===== src/rtl/ccff_loader_pkg.sv =====
// Shared types and defaults for the configuration-chain loader.
package ccff_loader_pkg;

    localparam int DEF_WORD_W    = 8;
    localparam int DEF_CHAIN_LEN = 1024;

    typedef enum logic [1:0] {
        IDLE  = 2'd0,
        LOAD  = 2'd1,
        SHIFT = 2'd2,
        DONE  = 2'd3
    } state_t;

    function automatic int cnt_w(input int len);
        return $clog2(len + 1);
    endfunction

endpackage


===== src/rtl/ccff_piso_shifter.sv =====
// Parallel-load, MSB-first serialiser; o_bit is registered and holds
// its value whenever neither load nor shift is requested.
module ccff_piso_shifter
    import ccff_loader_pkg::*;
#(
    parameter int WORD_W = DEF_WORD_W
) (
    input  logic              clk,
    input  logic              rst,
    input  logic              i_load,
    input  logic [WORD_W-1:0] i_data,
    input  logic              i_shift,
    output logic              o_bit,
    output logic              o_last
);

    localparam int IDX_W = (WORD_W > 1) ? $clog2(WORD_W) : 1;

    logic [WORD_W-1:0] r_shreg;
    logic [IDX_W-1:0]  r_idx;
    logic              r_bit;

    // r_shreg keeps the bits not yet presented, left-aligned
    always_ff @(posedge clk) begin
        if (rst) begin
            r_shreg <= '0;
            r_idx   <= '0;
            r_bit   <= 1'b0;
        end else if (i_load) begin
            r_bit   <= i_data[WORD_W-1];
            r_shreg <= i_data << 1;
            r_idx   <= IDX_W'(WORD_W - 1);
        end else if (i_shift) begin
            r_bit   <= r_shreg[WORD_W-1];
            r_shreg <= r_shreg << 1;
            r_idx   <= r_idx - IDX_W'(1);
        end
    end

    assign o_bit  = r_bit;
    assign o_last = (r_idx == '0);

endmodule


===== src/rtl/ccff_chain_loader.sv =====
// Streams bitstream words MSB-first onto the configuration chain head.
// Optional tail popcount is enabled by defining CCFF_TAIL_CHECK_EN.
module ccff_chain_loader
    import ccff_loader_pkg::*;
#(
    parameter int WORD_W    = DEF_WORD_W,
    parameter int CHAIN_LEN = DEF_CHAIN_LEN,
    parameter int CNT_W     = cnt_w(CHAIN_LEN)
) (
    input  logic              prog_clk,
    input  logic              prog_reset,
    input  logic              start,
    input  logic [WORD_W-1:0] in_data,
    input  logic              in_valid,
    output logic              in_ready,
    output logic              ccff_head,
    output logic              chain_clk_en,
    input  logic              ccff_tail,
    output logic              IO_ISOL_N,
    output logic              busy,
    output logic              done,
    output logic [CNT_W-1:0]  bit_count,
    output logic [CNT_W-1:0]  tail_ones
);

    state_t           r_state;
    logic             r_in_ready;
    logic             r_clk_en;
    logic             r_isol_n;
    logic             r_busy;
    logic             r_done;
    logic [CNT_W-1:0] r_bit_count;

    logic w_start;
    logic w_load;
    logic w_shift;
    logic w_last;
    logic w_end;

    assign w_start = start & ((r_state == IDLE) | (r_state == DONE));
    assign w_load  = (r_state == LOAD) & in_valid;
    assign w_end   = (r_state == SHIFT) &
                     (r_bit_count == CNT_W'(CHAIN_LEN - 1));
    assign w_shift = (r_state == SHIFT) & ~w_last & ~w_end;

    ccff_piso_shifter #(
        .WORD_W (WORD_W)
    ) u_shifter (
        .clk     (prog_clk),
        .rst     (prog_reset),
        .i_load  (w_load),
        .i_data  (in_data),
        .i_shift (w_shift),
        .o_bit   (ccff_head),
        .o_last  (w_last)
    );

    always_ff @(posedge prog_clk) begin
        if (prog_reset) begin
            r_state     <= IDLE;
            r_in_ready  <= 1'b0;
            r_clk_en    <= 1'b0;
            r_isol_n    <= 1'b0;
            r_busy      <= 1'b0;
            r_done      <= 1'b0;
            r_bit_count <= '0;
        end else begin
            unique case (r_state)
                IDLE, DONE: begin
                    if (start) begin
                        r_state     <= LOAD;
                        r_in_ready  <= 1'b1;
                        r_busy      <= 1'b1;
                        r_done      <= 1'b0;
                        r_isol_n    <= 1'b0;
                        r_bit_count <= '0;
                    end
                end
                LOAD: begin
                    if (in_valid) begin
                        r_state    <= SHIFT;
                        r_in_ready <= 1'b0;
                        r_clk_en   <= 1'b1;
                    end
                end
                SHIFT: begin
                    r_bit_count <= r_bit_count + CNT_W'(1);
                    // Chain end wins over word end: leftover bits are dropped
                    if (w_end) begin
                        r_state  <= DONE;
                        r_clk_en <= 1'b0;
                        r_busy   <= 1'b0;
                        r_done   <= 1'b1;
                        r_isol_n <= 1'b1;
                    end else if (w_last) begin
                        r_state    <= LOAD;
                        r_clk_en   <= 1'b0;
                        r_in_ready <= 1'b1;
                    end
                end
                default: r_state <= IDLE;
            endcase
        end
    end

    assign in_ready     = r_in_ready;
    assign chain_clk_en = r_clk_en;
    assign IO_ISOL_N    = r_isol_n;
    assign busy         = r_busy;
    assign done         = r_done;
    assign bit_count    = r_bit_count;

`ifdef CCFF_TAIL_CHECK_EN
    logic [CNT_W-1:0] r_tail_ones;

    always_ff @(posedge prog_clk) begin
        if (prog_reset) begin
            r_tail_ones <= '0;
        end else if (w_start) begin
            r_tail_ones <= '0;
        end else if (r_clk_en && ccff_tail &&
                     (r_tail_ones != CNT_W'(CHAIN_LEN))) begin
            r_tail_ones <= r_tail_ones + CNT_W'(1);
        end
    end

    assign tail_ones = r_tail_ones;
`else
    logic w_unused_tail;
    assign w_unused_tail = ccff_tail;
    assign tail_ones     = '0;
`endif

endmodule

===== config.mk =====
export PLATFORM = sky130hd
export DESIGN_NAME = ccff_chain_loader
export DESIGN_NICKNAME = d
export VERILOG_FILES = /design/src/rtl/ccff_loader_pkg.sv /design/src/rtl/ccff_piso_shifter.sv /design/src/rtl/ccff_chain_loader.sv
export SDC_FILE = /design/constraint.sdc
export NUM_CORES = 1
export LEC_CHECK = 0
export CORE_UTILIZATION = 47
export CTS_CLUSTER_SIZE = 16
export DETAILED_ROUTE_END_ITERATION = 7
export PLACE_DENSITY = 0.79
export SYNTH_ARGS = -nofsm -noshare
export SYNTH_HDL_FRONTEND = slang
export SYNTH_SLANG_ARGS = --single-unit

===== constraint.sdc =====
create_clock -name prog_clk -period 2.4 [get_ports prog_clk]
set_input_delay 0.24 -clock prog_clk [delete_from_list [all_inputs] [get_ports prog_clk]]
set_output_delay 0.24 -clock prog_clk [all_outputs]
set_load 0.02 [all_outputs]

# Word-level counts from Yosys, hierarchy flattened
# Cells that the tools add are included.
dict set report classes {
  n_mux 27
  bitwise 6
  n_eq_ne 10
  n_reduce_logical 11
  addsub 2
}
# operator count
set ops {}
lappend ops {{$pmux W11 S2} 1}
lappend ops {{$mux W8} 2}
lappend ops {{$mux W1} 12}
lappend ops {{$add A11 B1 Y11 const B} 1}
lappend ops {{$eq A11 B10 Y1 const B} 1}
lappend ops {{$mux W11} 1}
lappend ops {{$ne A2 B2 Y1 const B} 5}
lappend ops {{$reduce_and A3 Y1} 3}
lappend ops {{$mux W2} 4}
lappend ops {{$mux W3} 2}
lappend ops {{$pmux W1 S2} 3}
lappend ops {{$pmux W2 S3} 1}
lappend ops {{$reduce_bool A2 Y1} 3}
lappend ops {{$and A1 B1 Y1} 4}
lappend ops {{$eq A2 B2 Y1 const B} 2}
lappend ops {{$reduce_and A4 Y1} 1}
lappend ops {{$logic_not A3 Y1} 1}
lappend ops {{$ne A3 B3 Y1 const B} 1}
lappend ops {{$pmux W1 S3} 1}
lappend ops {{$sub A3 B1 Y3 const B} 1}
lappend ops {{$eq A2 B1 Y1 const B} 1}
lappend ops {{$logic_not A2 Y1} 1}
lappend ops {{$not A1 Y1} 2}
lappend ops {{$reduce_and A2 Y1} 1}
lappend ops {{$reduce_or A2 Y1} 1}
dict set report totals {
  register_bits 28
  in_bits 13
  elab_cells 65
  output_inout_bits 28
}

# Logic depth before layout (Yosys ltp)
# Gate-level depths: netlist of run 1.
dict set report depth {
  word_depth 6
  mapped_depth 8
  depth_no_buf 7
}

# By module
# Synthesis of run 1 repeated with hierarchy kept, for this count alone.
dict set report hier_totals {
  cells_unflattened 168
  hier_area_um2 1542.7
}
# module seq_area_each_um2 area_per_inst_um2 instances cells_each
set by_module_without_submodules {}
lappend by_module_without_submodules {ccff_chain_loader 340.3 1002.2 1 116}
lappend by_module_without_submodules {ccff_piso_shifter 220.2 540.5 1 52}

# Worst setup path before layout of run 1
# OpenSTA, ideal clock, no wires.
dict set report synth_timing {
  kind {flip-flop to flip-flop}
  start {register r_state[0]}
  end {register r_bit_count[9], in the netlist bit_count[9]}
  path_buffers 0
  t_required_ps 2330
  stages_incl_launch_ff 7
  setup_ps 70
  arrival_time_ps 1728
  slack_ps 602
  period_less_slack_ps 1798
  cell_sequence {dfxtp_1 -> inv_1 -> ha_1 -> mux2i_1 -> or3_1 -> or3_1 -> a21oi_1}
}
dict set report synth_between {
  elab_chain_len 4
  elab_cells_between_ends 8
  cone_classes {3 x eq/ne; 1 x mux; 4 x reduce/logical}
}
# element line_no
set synth_rtl {}
lappend synth_rtl {{from (decl)} ccff_chain_loader.sv:26} ;# state_t r_state;
lappend synth_rtl {{from (signal assigned)} ccff_chain_loader.sv:60} ;# r_state <= IDLE;
lappend synth_rtl {{from (signal assigned)} ccff_chain_loader.sv:71} ;# r_state <= LOAD;
lappend synth_rtl {{from (signal assigned)} ccff_chain_loader.sv:81} ;# r_state <= SHIFT;
lappend synth_rtl {{$eq A2 B2 Y1 / $logic_not A2 Y1 (equally long branches)} ccff_chain_loader.sv:68} ;# unique case (r_state)
lappend synth_rtl {{$reduce_or A2 Y1} ccff_chain_loader.sv:68}
lappend synth_rtl {{$ne A2 B2 Y1 (no line) / $reduce_bool A2 Y1 (equally long branches)} --}
lappend synth_rtl {{$reduce_and A2 Y1 (no line)} --}
lappend synth_rtl {{to (signal assigned)} ccff_chain_loader.sv:87} ;# r_bit_count <= r_bit_count + CNT_W'(1);
lappend synth_rtl {{to (decl)} ccff_chain_loader.sv:32} ;# logic [CNT_W-1:0] r_bit_count;
# Several ways; a longest one is shown, not always the timed one.
# A chain may end at the register's enable or synchronous reset.

# Worst setup path in the final report of run 1
# Ends and elaborated chain as after synthesis.

==> reports/results.txt, run 1 <==
Status = finished, violations left
Failing checks = design-rule violations
Core ar. = 0.002829 sq mm
Design area = 0.001732 sq mm
Ranking of synthesized cells by area = dfxtp_1, buf_4, o32ai_1, ha_1, a21oi_1
I/O Pins = 41
Post-synthesis mux area share = 4.397%
Clock Path Buffers = 2
Setup TNS = 0 ns
Final setup viols = 0
Post-synth ARST share = 0%
Clock sinks = 28
Maximum vdd ir drop = 0.5199 mV
Fillers = 251
Top cell type's share of synthesized area = 38.62%
Most area-hungry cell type in the Yosys netlist = dfxtp_1
Port Buffers = 28
CP Launch Type = register
Min cycle time layout = 1.985 ns
Final period util = 82.71%
DR vias/cell = 5.715
Die H = 57.57 microns
Simple-Gate Fraction of Synth Area = 22.93%
H-tree depth = 1
Post-synthesis sequential area ratio = 38.62%
Initial antenna violation count = 0
Post-CTS Hold Fix Bufs = 0
Compound-cell area share of the yosys netlist = 15.43%
Total Wirelength = 3022 microns
Vias post-DR = 1,263
Clock insertion delay at the later pin of the skew report = 0.34 ns
FF/Latch Area = 560.5 sq um
Max Transition Viols Final = 0
Root buf cell = clkbuf_4
Die W = 57.57 microns
Placed instance area = 0.001695 sq mm
Top FF cell, synth = dfxtp_1
PnR worst setup slack = 0.4150 ns
GRT Total Usage = 19.76%
Seq cells post-synth = 28
RSZ-0062 raised after global routing = false
CTS Buf Count = 3
Routed WL per cell = 13.67 microns
Die area = 0.003314 sq mm
Hold Path Class = input port to register
Achievable Freq = 503.8 MHz
Critical Path AT = 2.27 ns
# DRC = 4
Synth unique cells = 40
Starting Density = 51.30%
CP required = 2.68 ns
# diodes = 0
Post-route ant nets = 0
Multi-input logic area = 785.8 sq um
Drt pass-1 iters = 6
CTS tree = done
Syn Area/Cell = 8.743 sq um
Max-Cap Viols = 0
Clk pin slew, worst setup/hold paths = 0.15 ns
Setup WS pre-CTS = 0.4417 ns
Leak = 0.0006249 uW
First-pass GRT wire length = 5195 microns
Share of layout cells above drive strength 1 = 5.789%
Synth Instances = 166
Core Rows = 19
Setup Buffers After CTS = 0
Largest net degree at the start of global routing = 23
Count leader, synth = dfxtp_1
Pwr dens = 770.5 mW/mm^2
Post-layout nets = 209
Critical Path End Type = register
Grt ovf = 0
EDFF count, synth = 0
Iter 0 DRT Violations = 41
Clk_skew = 0.01055 ns
Post-CTS sizing = 0
Synth Area in XOR/XNOR = 4.224%
Final core occ = 61.21%
Crit Path Class = register to register
Largest family of logic cells by synthesized area = simple AND/OR/NAND/NOR gates
Fin Hold WS = 0.4615 ns
Vias in the first global route = 1,287
Synthesized area = 0.001451 sq mm
CP Max Fanout = 5
Commonest cells post-synth = dfxtp_1, buf_4, nand2_1, a21oi_1
Adder-cell area share of the yosys netlist = 4.310%
Final hold violations = 0
Layout Area Growth over Synthesis = 19.31%
Gp weighted congestion = 0.7814
Synth warnings = 0
Post-DP HPWL = 2221 microns
-- stage by stage --
step	std cells	power, uW
after floorplan	176	978.8
after global placement	217	1082
after detailed placement	217	1108
after CTS	221	1346
after global routing	221	1426
final	221	1334
-- metal layers --
layer,global-route usage (%),wire length (microns),vias to the layer above
met3,2.948,126,7
met5,0,0,-
li1,-,-,624
met2,33.89,1444,40
met4,9.756,62,0
met1,24.07,1388,592
-- worst paths after layout --
check                     startpoint  slack [ns]  depth (start not counted)                                 to
min reg2reg        done$_SDFFE_PP0P_        0.48                          2                  done$_SDFFE_PP0P_
max          r_state[0]$_SDFFE_PP0P_        0.42                          6          bit_count[9]$_SDFFE_PP0P_
max reg2reg  r_state[0]$_SDFFE_PP0P_        0.42                          6          bit_count[9]$_SDFFE_PP0P_
min                       in_data[0]        0.46                          3  u_shifter.r_shreg[1]$_SDFFE_PP0P_
-- cells by family (layout without fill, tap and decap cells) --
family | Yosys count | count (layout)
adder cells (fa/ha/maj) | 5 | 5
XOR/XNOR | 7 | 7
multiplexers | 6 | 6
AO/OA/AOI/OAI | 33 | 33
buffers and inverters | 25 | 39
other | 1 | 11
AND/OR/NAND/NOR | 61 | 61
flip-flops | 28 | 28
-- sequential cells by signal (all words and copies together), names as in the netlist --
register	flops
bit_count	11
busy	1
chain_clk_en	1
done	1
in_ready	1
r_state	2
u_shifter.o_bit	1
u_shifter.r_idx	3
u_shifter.r_shreg	7
-- power by group --
part / switching [uW] / internal [uW] / total [uW]
logic: 264 / 229 / 493
registers: 59.0 / 550 / 609
clock network: 139 / 93.1 / 232
total: 463 / 872 / 1330
-- final cells by class --
| type | instances | share of cell area, % |
|---|---|---|
| multi-input combinational | 123 | 45.38 |
| sequential | 28 | 32.37 |
| timing repair buffer | 29 | 16.62 |
| tap | 31 | 2.240 |
| clock buffer | 4 | 2.095 |
| inverter | 6 | 1.301 |
-- cell usage in the layout, fill, tap and decap left out --
cell	instances
nor4_1	1
clkbuf_4	3
nand3_1	4
nand2_1	12
nand4_1	3
a21oi_1	10
clkbuf_8	1
o32ai_1	8
mux2i_1	3
o211ai_1	1
and3_1	1
xor2_1	4
and4_1	1
or3_1	3
nor2b_1	2
nand2b_1	8
and4b_1	1
o22ai_1	7
nand3b_1	3
a32oi_1	1
a22oi_1	1
mux2_2	3
o21ai_0	3
nor4b_1	1
a31oi_2	1
clkdlybuf4s50_1	28
or2_2	2
or4_1	1
or2b_1	1
buf_4	1
inv_1	6
o2bb2ai_1	1
nor2_1	8
and2_1	2
conb_1	11
nor3_1	7
dfxtp_1	28
xnor2_1	3
ha_1	5
-- critical path, cell delays in order, from the launching register on --
cell and delay, ns:
dfxtp_1 0.38, inv_1 0.06, ha_1 0.36, mux2i_1 0.21
or3_1 0.43, or3_1 0.36, a21oi_1 0.14
Note: power is estimated with default switching activity, not from simulation.
==> run 2, diff against run 1 <==
Settings changed: CORE_UTILIZATION 47 to 42, PLACE_DENSITY 0.79 to 0.74.
Clock period 2.4 ns to 1.7 ns, I/O delays scaled along.
==> reports/results.txt, run 2 (synthesis results as in run 1) <==
Status = completed
Clk pin slew, worst setup/hold paths = 0.14 ns (about the same)
Largest stage delay, worst path = 0.37 ns (-0.06 ns)
Fin Hold WS = 0.4129 ns (-0.04862 ns)
Layout Area Growth over Synthesis = 36.90%
Initial antenna violation count = 0 (unchanged)
Post-route ant nets = 0 (unchanged)
Core ar. = 0.003153 sq mm (+11%)
Worst R2R Setup Slack = 0.009 ns (-0.41 ns)
Clock insertion delay at the later pin of the skew report = 0.32 ns (-0.02 ns)
Hold Path Class = input port to register
Starting Density = 46.03% (-5.3 points)
PnR worst setup slack = 0.009218 ns (-0.4058 ns)
Critical Path Start = r_state[0]$_SDFFE_PP0P_
Achievable Freq = 591.4 MHz (+17%)
DR vias/cell = 5.325 (-6.8%)
Clock sinks = 28 (unchanged)
Most frequent cells in the layout = clkdlybuf4s50_1, dfxtp_1, buf_4, nand2_1, conb_1
RR Startpoint = r_state[0]$_SDFFE_PP0P_
First-pass GRT wire length = 5409 microns (+4.1%)
Design area = 0.001987 sq mm (+15%)
Total Wirelength = 3480 microns (+15%)
Clock Path Buffers = 2 (unchanged)
Clk_skew = 0.006217 ns (-0.004329 ns)
CP Launch Type = register
Gp weighted congestion = 0.8322 (+6.5%)
Die area = 0.003695 sq mm (+11%)
Vias post-DR = 1,342 (+6.3%)
Setup WS pre-CTS = -0.09857 ns (-0.5403 ns)
Most common cell after layout, fill and taps aside = clkdlybuf4s50_1
Capture point of the worst reg-to-reg path = bit_count[9]$_SDFFE_PP0P_
Leak = 0.0007498 uW (+20%)
Power Total = 2051 uW (+54%)
Critical Path Most Common Cell = or3_4
Min cycle time layout = 1.691 ns (-0.2942 ns)
Crit path depth = 6 (unchanged)
GRT met3 Usage = 2.345% (-0.60 points)
GRT busiest layer = met2
Post-layout nets = 228 (+9.1%)
Max Transition Viols Final = 0 (unchanged)
Pwr dens = 1032 mW/mm^2 (+34%)
RSZ-0062 raised after global routing = true
Post-DP HPWL = 2506 microns (+13%)
Crit-path cells = inv_2, ha_4, mux2i_2, or3_4, or3_4, a21oi_2
Final hold violations = 0 (unchanged)
Iter 0 DRT Violations = 63 (+54%)
CP endpoint = bit_count[9]$_SDFFE_PP0P_
Maximum vdd ir drop = 0.6090 mV (+17%)
M1 GR Usage = 22.56% (-1.5 points)
CP Max Fanout = 5 (unchanged)
Final period util = 99.46% (+17 points)
Largest net degree at the start of global routing = 23 (unchanged)
Met2 usage = 35.79% (+1.9 points)
CP top delay family = simple AND/OR/NAND/NOR gates
Final setup viols = 0 (unchanged)
Root buf cell = clkbuf_4
CP required = 1.96 ns (-0.72 ns)
Share of layout cells above drive strength 1 = 23.56% (+18 points)
Die H = 60.79 microns (+5.6%)
Worst Path Buf+Inv = 1 (unchanged)
Setup TNS = 0 ns (unchanged)
# DRC = 0 (-4)
Worst-case reg-to-reg path depth = 6 (unchanged)
Critical Path End Type = register
Max-Cap Viols = 0 (unchanged)
Critical Path AT = 1.95 ns (-0.32 ns)
Crit Path Class = register to register
Core Rows = 20 (+1)
Max reg flops = 11 (unchanged)
I/O Pins = 41 (unchanged)
Routed WL per cell = 13.81 microns (+0.99%)
Grt ovf = 0 (unchanged)
Drt pass-1 iters = 4 (-2)
Placed instance area = 0.001872 sq mm (+10%)
# diodes = 0 (unchanged)
CTS Buf Count = 3 (unchanged)
CTS tree = done
CP max-delay cell = dfxtp_2
Port Buffers = 28 (unchanged)
Vias in the first global route = 1,288 (+0.078%)
GRT Total Usage = 19.28% (-0.48 points)
H-tree depth = 1 (unchanged)
Die W = 60.79 microns (+5.6%)
-- run 2: final cells by class --
type                    instances  area, sq um
repair buffers                 48        430.4
flip-flops and latches         28        564.3
inverters                       6        22.52
multi-input cells             123        892.1
well taps                      44        55.05
clock buffers                   3        22.52
fillers                       283         1166
-- run 2: per-layer routing --
metal	wire length [microns]	vias to the layer above
met5	0	-
met4	46	0
met3	162	6
met2	1799	49
met1	1472	631
li1	-	656
-- run 2: what timing repair did --
action,CTS,global route
cloned,0,0
resized for setup,7,15
buffers inserted,0,1
pin swaps,2,4
setup endpoints to repair,12,14
hold buffers,0,0
-- run 2: where the power goes --
group	switching [uW]	leakage [uW]	internal (uW)
Combinational	446	0.000507	474
Sequential	89.0	0.000229	781
Clock	179	0.0000138	83.0
-- run 2: worst min-delay path by stage --
stage	to	start	cells after the start
after floorplan	u_shifter.r_shreg[1]$_SDFFE_PP0P_	in_data[0]	2
after global placement	done$_SDFFE_PP0P_	done$_SDFFE_PP0P_	2
after detailed placement	done$_SDFFE_PP0P_	done$_SDFFE_PP0P_	2
after CTS	u_shifter.r_shreg[1]$_SDFFE_PP0P_	in_data[0]	3
after global routing	u_shifter.r_shreg[1]$_SDFFE_PP0P_	in_data[0]	3
final	u_shifter.r_shreg[1]$_SDFFE_PP0P_	in_data[0]	3
-- run 2: worst register-to-register path, cell delays in order, from the launching register on --
cell and delay [ns]:
dfxtp_2 0.37, inv_2 0.05, ha_4 0.23, mux2i_2 0.16, or3_4 0.34, or3_4 0.37, a21oi_2 0.13
-- run 2: per-stage QoR --
stage,instances,util (%)
3_5_place_dp,248,59.37
5_1_grt,252,63.02
4_1_cts,251,60.63
3_3_place_gp,248,59.37
6_report,252,63.02
2_1_floorplan,176,-
==> run 3, diff against run 2 <==
Settings changed: CTS_CLUSTER_DIAMETER from default to 200, SKIP_LAST_GASP from default to 1.
==> reports/results.txt, run 3 (synthesis results as in run 1) <==
Hold Path Class = input port to register
# diodes = 0 (unchanged)
Port Buffers = 28 (unchanged)
Starting Density = 46.03% (unchanged)
Post-route ant nets = 0 (unchanged)
Min cycle time layout = 1.683 ns (-0.008178 ns)
Total Wirelength = 3425 microns (-1.6%)
Crit Path Class = register to register
Critical Path End Type = register
Largest net degree at the start of global routing = 23 (unchanged)
Gp weighted congestion = 0.8322 (unchanged)
Clk_skew = 0.004522 ns (-0.001695 ns)
Final hold violations = 0 (unchanged)
Most common cell after layout, fill and taps aside = clkdlybuf4s50_1
Iter 0 DRT Violations = 85 (+35%)
Max reg flops = 11 (unchanged)
Vias post-DR = 1,351 (+0.67%)
PnR worst setup slack = 0.01740 ns (+0.008178 ns)
Root buf cell = clkbuf_4
CP top delay family = simple AND/OR/NAND/NOR gates
Status = completed
Die area = 0.003695 sq mm (unchanged)
Setup WS pre-CTS = -0.09857 ns (unchanged)
RSZ-0062 raised after global routing = true
H-tree depth = 1 (unchanged)
Critical Path AT = 1.95 ns (about the same)
Die W = 60.79 microns (unchanged)
Clock sinks = 28 (unchanged)
Max-Cap Viols = 0 (unchanged)
Largest stage delay, worst path = 0.41 ns (+0.04 ns)
Leak = 0.0007455 uW (-0.57%)
CP required = 1.96 ns (about the same)
Final setup viols = 0 (unchanged)
Crit-path cells = ha_4, mux2i_2, or3_4, or3_4, a21oi_2
First-pass GRT wire length = 5409 microns (unchanged)
CP Launch Type = register
Post-CTS Hold Fix Bufs = 0 (unchanged)
CTS tree = done
CP max-delay cell = dfxtp_1
Maximum vdd ir drop = 0.6129 mV (+0.63%)
Max Transition Viols Final = 0 (unchanged)
Clk pin slew, worst setup/hold paths = 0.14 ns (about the same)
Final period util = 98.98% (-0.48 points)
CTS Buf Count = 3 (unchanged)
Final core occ = 62.26% (-0.75 points)
Routed WL per cell = 13.59 microns (-1.6%)
Pwr dens = 1038 mW/mm^2 (+0.53%)
Core Rows = 20 (unchanged)
Clock Path Buffers = 2 (unchanged)
Layout Area Growth over Synthesis = 35.26%
Post-layout nets = 228 (unchanged)
Share of layout cells above drive strength 1 = 20.19% (-3.4 points)
Initial antenna violation count = 0 (unchanged)
Non-Filler Instances = 252 (unchanged)
Grt ovf = 0 (unchanged)
I/O Pins = 41 (unchanged)
Fin Hold WS = 0.4100 ns (-0.002898 ns)
Drt pass-1 iters = 4 (unchanged)
Critical Path Most Common Cell = or3_4
Die H = 60.79 microns (unchanged)
Worst Path Buf+Inv = 0 (-1)
Core ar. = 0.003153 sq mm (unchanged)
Placed cell count = 248 (unchanged)
Post-DP HPWL = 2506 microns (unchanged)
Most frequent cells in the layout = clkdlybuf4s50_1, dfxtp_1, buf_4, nand2_1, conb_1
Clock insertion delay at the later pin of the skew report = 0.32 ns (about the same)
DR vias/cell = 5.361 (+0.67%)
Worst R2R Setup Slack = 0.02 ns (about the same)
# DRC = 0 (unchanged)
Vias in the first global route = 1,288 (unchanged)
Achievable Freq = 594.3 MHz (+0.49%)
CP Max Fanout = 5 (unchanged)
GRT Total Usage = 19.28% (unchanged)
-- run 3: path summary, 6_finish.rpt --
check                               start                                end  cells after the start
setup / recovery  r_state[1]$_SDFFE_PP0P_          bit_count[9]$_SDFFE_PP0P_                      5
hold / removal                 in_data[0]  u_shifter.r_shreg[1]$_SDFFE_PP0P_                      3
setup reg to reg  r_state[1]$_SDFFE_PP0P_          bit_count[9]$_SDFFE_PP0P_                      5
hold reg to reg         done$_SDFFE_PP0P_                  done$_SDFFE_PP0P_                      2
-- run 3: tightest hold or removal path: stages --
cell             delay (ns)
clkdlybuf4s50_1        0.40
nand3_1                0.07
a21oi_1                0.05
-- run 3: where the power goes --
part | internal [uW] | leakage, uW | total, uW | switching (uW)
Combinational | 474 | 0.000503 | 922 | 449
Clock | 83.0 | 0.0000138 | 260 | 177
Sequential | 779 | 0.000229 | 855 | 75.6
Total | 1340 | 0.000745 | 2040 | 702
-- run 3: per-stage QoR --
step           power [uW]   TNS (ns)  area (sq um)
6_report             2038          0          1963
5_1_grt              2173    -0.1837          1963
4_1_cts              2003  -0.004332          1912
3_5_place_dp         1712    -0.6439          1872
3_3_place_gp         1680   -0.07729          1872
2_1_floorplan        1415   -0.02027          1514
-- run 3: timing repair --
item / 4_1_cts / 5_1_grt
endpoints found under the setup margin: 12 / 15
setup buffers: 0 / 1
resized for setup: 6 / 10
pin swaps: 2 / 3
-- run 3: routing by layer --
layer	wire length, microns	up-vias	track usage, %
li1	-	657	-
met1	1475	635	22.56
met2	1723	51	35.79
met3	160	8	2.345
met4	64	0	7.143
met5	0	-	0
-- run 3: final cells by class --
| class | count | area (sq um) |
|---|---|---|
| Sequential cell | 28 | 563.0 |
| Multi-Input combinational cell | 123 | 869.6 |
| Tap cell | 44 | 55.05 |
| Fill cell | 286 | 1190 |
| Inverter | 6 | 22.52 |
| Timing Repair Buffer | 48 | 430.4 |
| Clock buffer | 3 | 22.52 |
==> edit 1: new RTL, flow settings as in run 3 <==
Add a define of `CCFF_TAIL_CHECK_EN`.
--- a/src/rtl/ccff_chain_loader.sv
+++ b/src/rtl/ccff_chain_loader.sv
@@ -1,5 +1,7 @@
 // Streams bitstream words MSB-first onto the configuration chain head.
 // Optional tail popcount is enabled by defining CCFF_TAIL_CHECK_EN.
+`define CCFF_TAIL_CHECK_EN
+
 module ccff_chain_loader
     import ccff_loader_pkg::*;
 #(
Behaviour: not the same (a bounded check fails within 4 cycles, from zero or initial values and one cycle with prog_reset high).
==> edit 1 against run 3 <==
- final cell count up 32%
- worst setup slack gained 0.073 ns
- clock power grew 140%
- design area grew 35%
- wire length is 32% higher
- sequential cell count increased by 11
- total power grew 36%
- area after synthesis up 33%
- largest cell class unchanged
==> edit 1: results (changes against run 3) <==
** Synth
- Commonest cells post-synth :: sky130_fd_sc_hd__dfxtp_1 (39), sky130_fd_sc_hd__nor2_1 (20), sky130_fd_sc_hd__nand2_1 (13), sky130_fd_sc_hd__a21oi_1 (12), sky130_fd_sc_hd__nor3_1 (11) (was sky130_fd_sc_hd__dfxtp_1 (28), sky130_fd_sc_hd__buf_4 (12), sky130_fd_sc_hd__nand2_1 (12), sky130_fd_sc_hd__a21oi_1 (10))
- The number of flip-flops and latches in the synthesized netlist is 39 (was 28).
- Portion of netlist area occupied by mux cells :: 3.49% (was 4.40%)
- Fraction of the mapped netlist area in compound gates :: 15.3% (was 15.4%)
- Distinct cell type count after synthesis :: 42 (was 40)

** Cells and area
- Filler cells :: 389 (was 286)
- The layout buffer count excluding clock buffers is 62 (was 48).
- The total number of multi-input combinational cells is 162 (was 123).
- Clock-cell share of area :: 3.16% (was 1.15%)
- The number of clock buffer instances in the layout is 5 (was 3).
- The final net count was 299 (was 228).

** Place
- The worst slack after detailed placement was -0.0491 ns (was -0.0986 ns).
- The half-perimeter wire length after detailed placement came to 3.19 mm (was 2.51 mm).

** CTS
- Cell at the root of the clock tree :: sky130_fd_sc_hd__clkbuf_8 (was sky130_fd_sc_hd__clkbuf_4)
- The clock transition at the register clock pins on the worst setup and hold paths after CTS was 0.08 ns (was 0.14 ns).
- Worst-skew pair later-pin latency :: 0.30 ns (was 0.32 ns)

** Setup path
- Delay contributed by the slowest stage of the critical path :: 0.36 ns (was 0.41 ns)
- Worst setup slack for register-to-register paths :: 0.09 ns (was 0.02 ns)
- The first element of the critical path is bit_count[1] (was r_state[1]).

** Drt
- The number of vias in the routed layout was 1805 (was 1351).
- The wire length on met3 came to 204 um (was 160 um).
- The routed length on met2 came to 2.09 mm (was 1.72 mm).
- The DRC marker count from the first detailed-route iteration came to 61 (was 85).

** Outcome
- Status :: complete, no violations (unchanged)

** Power
- The leakage power summed over all cells was 0.972 nW (was 0.745 nW).
- Internal portion of total power :: 1.83 mW (was 1.34 mW)

** Timing
- Worst clock skew :: 0.00852 ns (was 0.00452 ns)

** GRT
- Fraction of met2 tracks used by global routing :: 31.5% (was 35.8%)
==> edit 1: cell count changes after synthesis, sizes merged, moves of 5 or more <==
cell / run 3 / this run
nor2: 8 / 20
buf: 15 / 4
dfxtp: 28 / 39
xor2: 4 / 10
and3: 1 / 6
nand4: 3 / 8
==> edit 1: what timing repair did <==
item / CTS / global route
pin swaps: 0 / 2
setup buffers: 0 / 2
resized for setup: 3 / 11
hold buffers: 0 / 0
setup endpoints to repair: 6 / 21
gates cloned: 0 / 0
==> edit 1: metrics by stage <==
| step | instances | setup TNS (ns) | cell area (um2) | hold WS, ns | utilization, % |
|---|---|---|---|---|---|
| finish | 332 | 0 | 2650 | 0.448 | 60.5 |
| global route | 332 | 0 | 2650 | 0.459 | 60.5 |
| CTS | 330 | -0.0232 | 2600 | 0.443 | 59.4 |
| detailed placement | 322 | -0.0599 | 2500 | 0.484 | 57.1 |
| global placement | 322 | -0.0418 | 2500 | 0.463 | 57.1 |
| floorplan | 218 | 0 | 1940 | 0.331 | - |
==> edit 2: new RTL, settings of run 3 <==
Without the edit above. Re-encode `state_t` (4 states) as one-hot, 4 bits wide.
--- a/src/rtl/ccff_loader_pkg.sv
+++ b/src/rtl/ccff_loader_pkg.sv
@@ -4,11 +4,11 @@
     localparam int DEF_WORD_W    = 8;
     localparam int DEF_CHAIN_LEN = 1024;
 
-    typedef enum logic [1:0] {
-        IDLE  = 2'd0,
-        LOAD  = 2'd1,
-        SHIFT = 2'd2,
-        DONE  = 2'd3
+    typedef enum logic [3:0] {
+        IDLE  = 4'b0001,
+        LOAD  = 4'b0010,
+        SHIFT = 4'b0100,
+        DONE  = 4'b1000
     } state_t;
 
     function automatic int cnt_w(input int len);
Check against the original RTL: no difference found for any inputs over 10 cycles, from zero or initial values and one cycle with prog_reset high; not proved beyond that.
==> edit 2 against run 3 <==
- via count increased by 22%
- total power decreased by 6.6%
- wire length increased by 20%
- design area increased by 16%
- first-iteration DRC count increased by 25%
- die area increased by 19%
- sequential share of layout area decreased by 1.8 points
- sequential cell count increased by 2
- worst setup slack improved by 0.052 ns
- area after synthesis increased by 19%
- final cell count increased by 15%
==> edit 2: results (changes against run 3) <==
** Cells and area
- Clock-cell share of area :: 4.00% (was 1.15%)
- The sequential cell area was 616 um2 (was 563 um2).
- The proportion of final cell area spent on non-clock buffers is 21.3% (was 21.9%).
- Number of inverters outside the clock class in the layout :: 5 (was 6)
- Share of cells above drive strength 1 :: 24.5% (was 20.2%)
- Total area of multi-input combinational cells :: 1010 um2 (was 870 um2)
- Non-filler cells, final :: 289 (was 252)
- The final net count is 256 (was 228).
- The fill cell total of the finished layout was 347 (was 286).
- Non-clock buffer instance count of the final layout :: 54 (was 48)
- Count of clock buffers in the final design :: 7 (was 3)
- Comb_multi_in :: 144 (was 123)

** Setup path
- The startpoint of the worst-slack reg-to-reg timing path was r_state[0] (was r_state[1]).
- The destination of the worst register-to-register timing path is done (was bit_count[9]).
- The data arrival time of the worst path came to 1.82 ns (was 1.95 ns).
- Highest net fanout along the worst path :: 4 (was 5)
- R2r worst-path depth :: 4 (was 5)
- Worst setup slack for register-to-register paths :: 0.07 ns (was 0.02 ns)

** Place
- The global placement routability congestion was 0.813 (was 0.832).
- Half-perimeter wire length after detailed placement :: 2.84 mm (was 2.51 mm)
- Number of placed cells counting well taps :: 281 (was 248)

** Drt
- Vias per std cell :: 5.72 (was 5.36)

** Timing
- The clock skew after layout was 0.00808 ns (was 0.00452 ns).

** GRT
- The pin count of the biggest net entering global routing is 18 (was 23).
- The number of global-route vias before repair was 1448 (was 1288).
- All-Layer GR Usage :: 20.2% (was 19.3%)

** Synth
- Commonest cells post-synth :: sky130_fd_sc_hd__dfxtp_1 (30), sky130_fd_sc_hd__buf_4 (14), sky130_fd_sc_hd__nor2_1 (14), sky130_fd_sc_hd__a311oi_1 (12), sky130_fd_sc_hd__o21ai_0 (11) (was sky130_fd_sc_hd__dfxtp_1 (28), sky130_fd_sc_hd__buf_4 (12), sky130_fd_sc_hd__nand2_1 (12), sky130_fd_sc_hd__a21oi_1 (10))
- The fraction of the yosys area taken by sequential cells was 34.7% (was 38.6%).
- Mean post-synth cell area :: 8.84 um2 (was 8.74 um2)
- The number of flip-flops and latches in the synthesized netlist is 30 (was 28).
- Top area cells in the synthesized netlist :: sky130_fd_sc_hd__dfxtp_1 (35%), sky130_fd_sc_hd__buf_4 (6.1%), sky130_fd_sc_hd__a311oi_1 (6.1%) (was sky130_fd_sc_hd__dfxtp_1 (39%), sky130_fd_sc_hd__buf_4 (6.2%), sky130_fd_sc_hd__o32ai_1 (4.8%))

** CTS
- The TritonCTS buffer count is 5 (was 3).
- The latest clock arrival within the worst-skew pair is 0.29 ns (was 0.32 ns).
- The clock transition at the register clock pins on the worst setup and hold paths after CTS was 0.06 ns (was 0.14 ns).
- H-tree lvl count :: 2 (was 1)
- The CTS root buffer was sky130_fd_sc_hd__clkbuf_8 (was sky130_fd_sc_hd__clkbuf_4).
- Number of instances resized during post-cts repair :: 4 (was 6)

** Outcome
- Status :: complete, no violations (unchanged)

** Power
- The leakage power summed over all cells was 0.810 nW (was 0.745 nW).
- The internal power came to 1.32 mW (was 1.34 mW).
## edit 2: cell types whose count changed after synthesis, moves of 6 or more
cell / run 3 / this run
sky130_fd_sc_hd__a311oi_1: 0 / 12
sky130_fd_sc_hd__a211oi_1: 0 / 8
sky130_fd_sc_hd__nand2b_1: 8 / 0
sky130_fd_sc_hd__o21ai_0: 3 / 11
sky130_fd_sc_hd__o22ai_1: 7 / 0
sky130_fd_sc_hd__o32ai_1: 8 / 1
sky130_fd_sc_hd__nor2_1: 8 / 14
## edit 2: worst max-delay path by stage
stage / end / cells after the start / slack [ns] / start
floorplan: u_shifter.r_idx[0] / 6 / 0.01 / bit_count[0]
global placement: r_state[0] / 6 / -0.04 / u_shifter.r_idx[0]
detailed placement: r_state[0] / 6 / 0.003 / u_shifter.r_idx[0]
CTS: u_shifter.r_idx[2] / 5 / 0.006 / bit_count[0]
global route: u_shifter.r_idx[2] / 5 / -0.02 / r_state[0]
finish: done / 4 / 0.07 / r_state[0]
## edit 2: power groups by stage
stage	registers [mW]	logic [mW]	clock network [mW]
after detailed placement	0.813	0.495	0
final	0.800	0.509	0.594
after global routing	0.805	0.553	0.628
after floorplan	0.832	0.316	0
after global placement	0.811	0.488	0
after CTS	0.799	0.501	0.599
## edit 2: worst max-delay path, stage by stage (launching register included)
cell and delay [ns]:
sky130_fd_sc_hd__dfxtp_1 0.34, sky130_fd_sc_hd__or4b_4 0.58, sky130_fd_sc_hd__nor4_4 0.31, sky130_fd_sc_hd__nor2_1 0.07, sky130_fd_sc_hd__a211oi_1 0.23
## edit 2: per-layer routing
layer	GRT usage, %	routed length, um
met5	0	0
met4	10.1	84
met3	4.14	146
met2	30.4	1920
met1	27.1	1960
## edit 2: per-stage QoR
step | hold WS [ns] | cell area, um2 | utilization (%) | setup slack (ns)
after floorplan | 0.306 | 1800 | - | 0.0146
after global placement | 0.447 | 2170 | 57.1 | -0.0357
after detailed placement | 0.452 | 2170 | 57.1 | 0.00348
after CTS | 0.461 | 2270 | 59.8 | 0.00618
after global routing | 0.478 | 2290 | 60.2 | -0.0211
final | 0.456 | 2290 | 60.2 | 0.0692
## edit 2: cell families (layout without fill, tap and decap cells)
| logic type | Yosys count | in the layout | synth area share, % |
|---|---|---|---|
| other | 1 | 11 | 0.217 |
| buffers and inverters | 32 | 67 | 11.4 |
| adder cells (fa/ha/maj) | 3 | 3 | 2.17 |
| AO/OA/AOI/OAI | 65 | 65 | 27.2 |
| AND/OR/NAND/NOR | 63 | 63 | 23.3 |
| flip-flops | 30 | 30 | 34.7 |
| XOR/XNOR | 2 | 2 | 1.01 |
